## src/rtl/cordic_pkg.sv

```systemverilog
// Shared CORDIC types and constants: datapath width, fixed-point format and the
// IEEE-754 single-precision field layout.
package cordic_pkg;

    localparam int CORDIC_WIDTH     = 22;
    localparam int CORDIC_FRAC_BITS = 20;
    localparam int FP32_BIAS        = 127;

    typedef struct packed {
        logic        sign;
        logic [7:0]  exp;
        logic [22:0] mant;
    } fp32_t;

    typedef logic signed [21:0] fix_t;

endpackage

```

## src/rtl/cordic_lzc.sv

```systemverilog
// Leading-one detector: returns the bit index of the most significant set bit of
// vec, plus a flag for the all-zero vector (index reads 0 in that case).
module cordic_lzc
    import cordic_pkg::*;
#(
    parameter int WIDTH = CORDIC_WIDTH
) (
    input  logic [WIDTH-1:0] vec,
    output logic [4:0]       pos,
    output logic             all_zero
);

    // NOTE: defaults assigned first so no path leaves pos/all_zero unassigned (no latch).
    always_comb begin
        pos      = '0;
        all_zero = 1'b1;
        // Scan upwards; the last set bit seen is the leading one.
        for (int i = 0; i < WIDTH; i++) begin
            if (vec[i]) begin
                pos      = 5'(i);
                all_zero = 1'b0;
            end
        end
    end

endmodule

```

## src/rtl/cordic_fix2float_pipe.sv

```systemverilog
// Three-stage pipelined Q2.20 -> IEEE-754 single converter with valid/ready flow
// control. Optional conversion counter enabled by CORDIC_F2F_STATS_EN.
module cordic_fix2float_pipe
    import cordic_pkg::*;
#(
    parameter int WIDTH     = CORDIC_WIDTH,
    parameter int FRAC_BITS = CORDIC_FRAC_BITS
) (
    input  logic             clk,
    input  logic             reset,
    input  logic             in_valid,
    output logic             in_ready,
    input  logic [WIDTH-1:0] in_fixed,
    output logic             out_valid,
    input  logic             out_ready,
    output logic [31:0]      out_float
`ifdef CORDIC_F2F_STATS_EN
    ,
    output logic [15:0]      conv_count
`endif
);

    localparam int          SHW        = WIDTH + 24;
    localparam logic [7:0]  EXP_OFFSET = 8'(FP32_BIAS - FRAC_BITS);

    // Stage 1: sign / magnitude
    logic             s1_valid;
    logic             s1_sign;
    logic             s1_zero;
    logic [WIDTH-1:0] s1_mag;

    // Stage 2: normalised fields
    logic             s2_valid;
    logic             s2_sign;
    logic             s2_zero;
    logic [7:0]       s2_exp;
    logic [22:0]      s2_mant;

    logic             s1_en;
    logic             s2_en;
    logic             s3_en;

    logic [WIDTH-1:0] abs_in;
    logic [4:0]       lzc_pos;
    logic             lzc_zero;
    logic [SHW-1:0]   norm_wide;
    fp32_t            packed_word;

    // Each stage may load when empty or when its successor is loading, so bubbles collapse.
    always_comb begin
        s3_en = !out_valid || out_ready;
        s2_en = !s2_valid  || s3_en;
        s1_en = !s1_valid  || s2_en;
    end

    assign in_ready = !s1_valid || s1_en;

    // Two's complement negate; the most negative input maps to its own bit pattern,
    // which read as unsigned is exactly the magnitude.
    always_comb begin
        abs_in = in_fixed[WIDTH-1] ? (~in_fixed + WIDTH'(1)) : in_fixed;
    end

    cordic_lzc #(
        .WIDTH (WIDTH)
    ) u_lzc (
        .vec      (s1_mag),
        .pos      (lzc_pos),
        .all_zero (lzc_zero)
    );

    // Move the leading one to bit 23; bits 22..0 are the stored mantissa.
    always_comb begin
        norm_wide = SHW'(s1_mag) << (5'd23 - lzc_pos);
    end

    always_comb begin
        packed_word.sign = s2_sign;
        packed_word.exp  = s2_exp;
        packed_word.mant = s2_mant;
        if (s2_zero) begin
            packed_word = '0;
        end
    end

    // NOTE: sequential state uses non-blocking assignments only; mixing in blocking
    // assignments here would make stage-to-stage transfer order-dependent.
    always_ff @(posedge clk) begin
        if (reset) begin
            s1_valid  <= 1'b0;
            s2_valid  <= 1'b0;
            out_valid <= 1'b0;
            out_float <= 32'h0;
        end else begin
            if (s1_en) begin
                s1_valid <= in_valid;
            end
            if (s2_en) begin
                s2_valid <= s1_valid;
            end
            if (s3_en) begin
                out_valid <= s2_valid;
                if (s2_valid) begin
                    out_float <= packed_word;
                end
            end
        end
    end

    // NOTE: payload registers are not reset; they are only observed behind their
    // valid bits, which are.
    always_ff @(posedge clk) begin
        if (s1_en && in_valid) begin
            s1_sign <= in_fixed[WIDTH-1];
            s1_zero <= (in_fixed == '0);
            s1_mag  <= abs_in;
        end
        if (s2_en && s1_valid) begin
            s2_sign <= s1_sign;
            s2_zero <= s1_zero || lzc_zero;
            s2_exp  <= EXP_OFFSET + 8'(lzc_pos);
            s2_mant <= norm_wide[22:0];
        end
    end

`ifdef CORDIC_F2F_STATS_EN
    always_ff @(posedge clk) begin
        if (reset) begin
            conv_count <= 16'h0;
        end else if (out_valid && out_ready && (conv_count != 16'hFFFF)) begin
            conv_count <= conv_count + 16'd1;
        end
    end
`endif

endmodule

```

## config.mk

```make
export PLATFORM = sky130hd
export DESIGN_NAME = cordic_fix2float_pipe
export DESIGN_NICKNAME = d
export VERILOG_FILES = /design/src/rtl/cordic_pkg.sv /design/src/rtl/cordic_lzc.sv /design/src/rtl/cordic_fix2float_pipe.sv
export SDC_FILE = /design/constraint.sdc
export NUM_CORES = 1
export LEC_CHECK = 0
export BUFFER_PORTS_ARGS = -buffer_cell sky130_fd_sc_hd__buf_4
export CORE_MARGIN = 1
export CORE_UTILIZATION = 50
export DETAILED_ROUTE_END_ITERATION = 10
export PLACE_DENSITY = 0.69
export REMOVE_ABC_BUFFERS = 1
export SKIP_CTS_REPAIR_TIMING = 1
export SLEW_MARGIN = 15
export SYNTH_ARGS = -nofsm -noshare
export SYNTH_HDL_FRONTEND = slang
export SYNTH_SLANG_ARGS = --single-unit
```

## constraint.sdc

```tcl
create_clock -name clk -period 9.8 [get_ports clk]
set_clock_uncertainty 0.2 [all_clocks]
set_input_delay 1.96 -clock clk [delete_from_list [all_inputs] [get_ports clk]]
set_output_delay 1.96 -clock clk [all_outputs]
set_load 0.01 [all_outputs]
```

# --- Word level (Yosys, flattened, before mapping) ---
# Index checks and enable logic that the tools add are counted.
word_totals:
  word_cells: 74
  input_bits: 26
  reg_bits: 92
  output_inout_bits: 34
classes:
  n_addsub: 3
  shifts: 1
  muxes: 45
  n_bitwise: 1
  reduce_logical: 12
op_table:
  columns: ["operator", "n"]
  rows:
  - ["$mux 32", 1]
  - ["$mux 4", 8]
  - ["$mux 5", 6]
  - ["$mux 1", 23]
  - ["$shl 22x5->23", 1]
  - ["$add 22x1->22 const B", 1]
  - ["$logic_not 22->1", 1]
  - ["$not 22->22", 1]
  - ["$mux 21", 1]
  - ["$mux 3", 4]
  - ["$add 7x5->8 const A", 1]
  - ["$logic_or 1x1->1", 5]
  - ["$sub 5x5->5 const A", 1]
  - ["$mux 2", 2]
  - ["$logic_not 1->1", 3]
  - ["$logic_and 1x1->1", 2]
  - ["$reduce_and 2->1", 1]

# --- Longest topological paths before layout ---
logic_depth:
  ltp_word: 23
  mapped_depth: 13
  ltp_nobuf: 10

# --- By module ---
# A second synthesis with hierarchy kept.
unflattened:
  hier_cells: 454
  area_unflattened_um2: 4849.7
modules_own_cells:
  columns: ["module", "n_inst", "cells_per_inst", "seq_area_each_um2", "area_each_um2"]
  rows:
  - ["cordic_fix2float_pipe", 1, 414, 2412.3, 4616.9]
  - ["cordic_lzc", 1, 40, 0.0, 232.7]

# --- Least setup slack after synthesis ---
# Ideal clock, no wire load.
synth_timing:
  kind: "input to register"
  from: "in out_ready"
  to: "reg s2_exp[0], enable pin"
  path_buffers: 0
  setup_time_ps: 474
  cell_stages: 2
  required_ps: 9126
  path_slack_ps: 4635
  arrival_time_ps: 4491
  cell_sequence: "nor2b_1 -> a21boi_0"
synth_between:
  elab_chain_len: 3
synth_lines:
  columns: ["item", "line", "text"]
  rows:
  - ["start, declared", "cordic_fix2float_pipe.sv:15", "input logic out_ready,"]
  - ["$logic_or 1x1->1", "cordic_fix2float_pipe.sv:51", "s3_en = !out_valid || out_ready;"]
  - ["$logic_or 1x1->1", "cordic_fix2float_pipe.sv:52", "s2_en = !s2_valid || s3_en;"]
  - ["$logic_and 1x1->1", "cordic_fix2float_pipe.sv:118", "if (s2_en && s1_valid) begin"]
  - ["end signal, assigned", "cordic_fix2float_pipe.sv:121", "s2_exp <= EXP_OFFSET + 8'(lzc_pos);"]
  - ["end, declared", "cordic_fix2float_pipe.sv:36", "logic [7:0] s2_exp;"]
# No other way between the ends.
# A chain may end at the register's enable or synchronous reset.

# --- Final worst setup path ---
layout_timing:
  from: "in out_ready"
  to: "out in_ready"
layout_between:
  elab_chain_len: 4
layout_lines:
  columns: ["item", "line", "text"]
  rows:
  - ["$logic_or 1x1->1", "cordic_fix2float_pipe.sv:51", null]
  - ["$logic_or 1x1->1", "cordic_fix2float_pipe.sv:52", null]
  - ["$logic_or 1x1->1", "cordic_fix2float_pipe.sv:53", "s1_en = !s1_valid || s2_en;"]
  - ["$logic_or 1x1->1", "cordic_fix2float_pipe.sv:56", "assign in_ready = !s1_valid || s1_en;"]
  - ["end, declared", "cordic_fix2float_pipe.sv:12", "output logic in_ready,"]
# No other way between the ends.

==> summary.txt <==
STA
  • Fmax: 204 MHz
  • PnR worst setup slack: 4.89 ns
  • RSZ-0062 raised after global routing: no
  • Max-slew violations: 0
  • Final Hold Viols: 0
  • Setup TNS: 0 ns
  • Final setup violation count: 0
  • Minimum clock period after layout: 4.91 ns
  • Worst slew pin tran: 1.11 ns
  • Normalized max-slew margin: 25.7%
  • Hold Slack: 0.228 ns
  • Final period util: 50.1%

Flow run
  • Max-Cap Viols: 0

Synthesis
  • Syn. warnings: 0
  • Ys async rst share: 0%
  • Post-synth EDFFs: 57
  • Mean Syn Cell Area: 9.76 um^2
  • Post-synthesis sequential area ratio: 47.9%
  • Cell taking the most area after synthesis: edfxtp_1
  • Cell count after synthesis: 516
  • Synth top area share: 34.0%
  • Synth Register Bits: 92
  • Area contributors post-synth: edfxtp_1, dfxtp_1, nor2_1, nor3b_1, a21oi_1
  • Synthesized area: 0.00504 mm^2
  • Post-synth cell types: 67
  • Post-synth top flop: edfxtp_1

Run status
  • Status: completed

GRT
  • Global-route wire length before repair: 17,300 um
  • Total Routing Usage GR: 21.9%
  • Vias in the first global route: 3,553
  • Initial antenna violation count: 0
  • Pin count of the biggest net entering global routing: 65
  • GRT overflow: 0

CTS
  • CTS sink cnt: 92
  • CTS tree: done
  • CTS buffer count: 9
  • Clock tree buffer depth: 2
  • Worst skew pair latency: 0.37 ns
  • Root Buffer: clkbuf_8
  • H-tree depth: 3
  • Clk slew on worst S/H paths: 0.09 ns

Critical path
  • Flop2flop setup slack: 5.65 ns
  • Buffers & Inverters on Critical Path: 2
  • Worst-path fanout max: 6
  • Slowest CP cell: nor2b_1
  • CP Cell Sequence: buf_4 > nor2b_1 > nand3_1 > buf_4
  • Family with the most delay on the worst path: simple AND/OR/NAND/NOR gates
  • Setup CP Type: in -> out
  • Kind of end point of the critical path: output pin
  • Startpoint types: primary input
  • CP Data Required Time: 7.64 ns
  • Largest stage delay on the critical path: 0.35 ns
  • CP dominant cell by count: buf_4
  • CP arrival: 2.75 ns

Layout
  • Commonest non-fill, non-tap cell in the layout: nor2_1
  • Most frequent cells in the layout: nor2_1, buf_4, edfxtp_1
  • ANT cells: 0
  • Share of cells above drive strength 1: 17.8%
  • FF/Latch Area: 0.00241 mm^2
  • Post-Layout Cell Count: 695
  • Nets: 588
  • Footprint of the multi-input gates: 0.00242 mm^2
  • Fill count: 857
  • Area growth syn-to-layout: 13.5%

Drt
  • DR vias: 3,951
  • Residual DRC count: 0
  • WL per Instance: 15.5 um
  • Initial DRC count: 259
  • Vias/cell: 5.68
  • Total Wirelength: 10,800 um
  • DRT Pass-1 Iters: 5
  • Final antenna-violating net count: 0

Pwr
  • Tot Pwr: 892 uW
  • PD cells: 156 mW/mm^2
  • Worst vdd ir: 0.0685 mV
  • Leak: 2.09 nW

Worst hold path
  • Hold WC Path Type: reg -> reg

Placement
  • IO buf count: 59
  • Final HPWL DP: 7700 um
  • Inst Count DP: 679
  • GPL Wtd Cong: 0.847
  • Worst slack at placement: 4.89 ns

Floorplanning
  • Die Ht: 102 um
  • # rows: 36
  • Ports: 60
  • Initial Utilization: 51.5%
  • Die width: 102 um
  • Core area: 0.00977 mm^2
  • Area of the die: 0.0105 mm^2
synth_stat cells, types with 4 or more instances:
library cell	n
o211ai_1	7
mux2i_1	18
o21ai_0	11
a21oi_1	46
nor3b_1	32
dfxtp_1	35
nand3_1	9
a22oi_1	4
clkbuf_1	26
nand4_1	5
inv_1	15
nor3_1	10
nand2_1	35
a31oi_1	4
nor4_1	9
ha_1	5
o31ai_1	8
nand2b_1	10
edfxtp_1	57
xnor2_1	20
o41ai_1	4
mux2i_2	4
a32oi_1	4
nor2_1	73
registers in the layout (all words and copies together) (netlist names), 8 cells and up:
name / flops
s1_mag: 22
out_float: 32
s2_exp: 8
s2_mant: 23
path summary, 6_finish.rpt:
kind / startpoint / to / cells after the start
setup / recovery: out_ready / in_ready / 4
hold reg to reg: s1_sign / s2_sign / 0
setup reg to reg: s1_mag[21] / s2_mant[16] / 7
hold / removal: s1_sign / s2_sign / 0
cell type report:
type | count | area share [%]
Clock buffer | 15 | 2.91
Clock inverter | 1 | 0.109
Inverter | 17 | 1.16
Multi-Input combinational cell | 373 | 42.3
Sequential cell | 92 | 42.2
Tap cell | 133 | 2.91
Timing Repair Buffer | 64 | 8.40
kinds of logic (layout without fill, tap and decap cells):
family	after synthesis	count (layout)	share of synthesized area, %
xor+xnor	21	21	3.65
flops	92	92	47.9
fa+ha+maj	5	5	1.24
simple gates	197	197	19.5
compound gates	126	126	18.1
buf+inv	51	97	4.30
mux	24	24	5.34
per-layer routing:
metal / vias to the layer above / part of all wire, % / track usage [%]
met5: - / 0 / 0
met2: 130 / 48 / 36.0
met3: 25 / 4.1 / 3.28
met1: 1810 / 45 / 27.5
li1: 1986 / - / -
met4: 0 / 3.2 / 12.5
report_power, final:
part / switching [mW] / internal, mW / total (mW)
clock: 0.123 / 0.107 / 0.230
combinational: 0.114 / 0.0786 / 0.192
sequential: 0.0222 / 0.447 / 0.470
total: 0.259 / 0.633 / 0.892
per-stage QoR:
| stage | instance area (um^2) | utilization, % |
|---|---|---|
| final | 5720 | 58.5 |
| after global placement | 5550 | 56.7 |
| after detailed placement | 5550 | 56.7 |
| after floorplan | 4890 | - |
| after global routing | 5720 | 58.5 |
| after CTS | 5720 | 58.5 |
(Power assumes the default switching activity.)
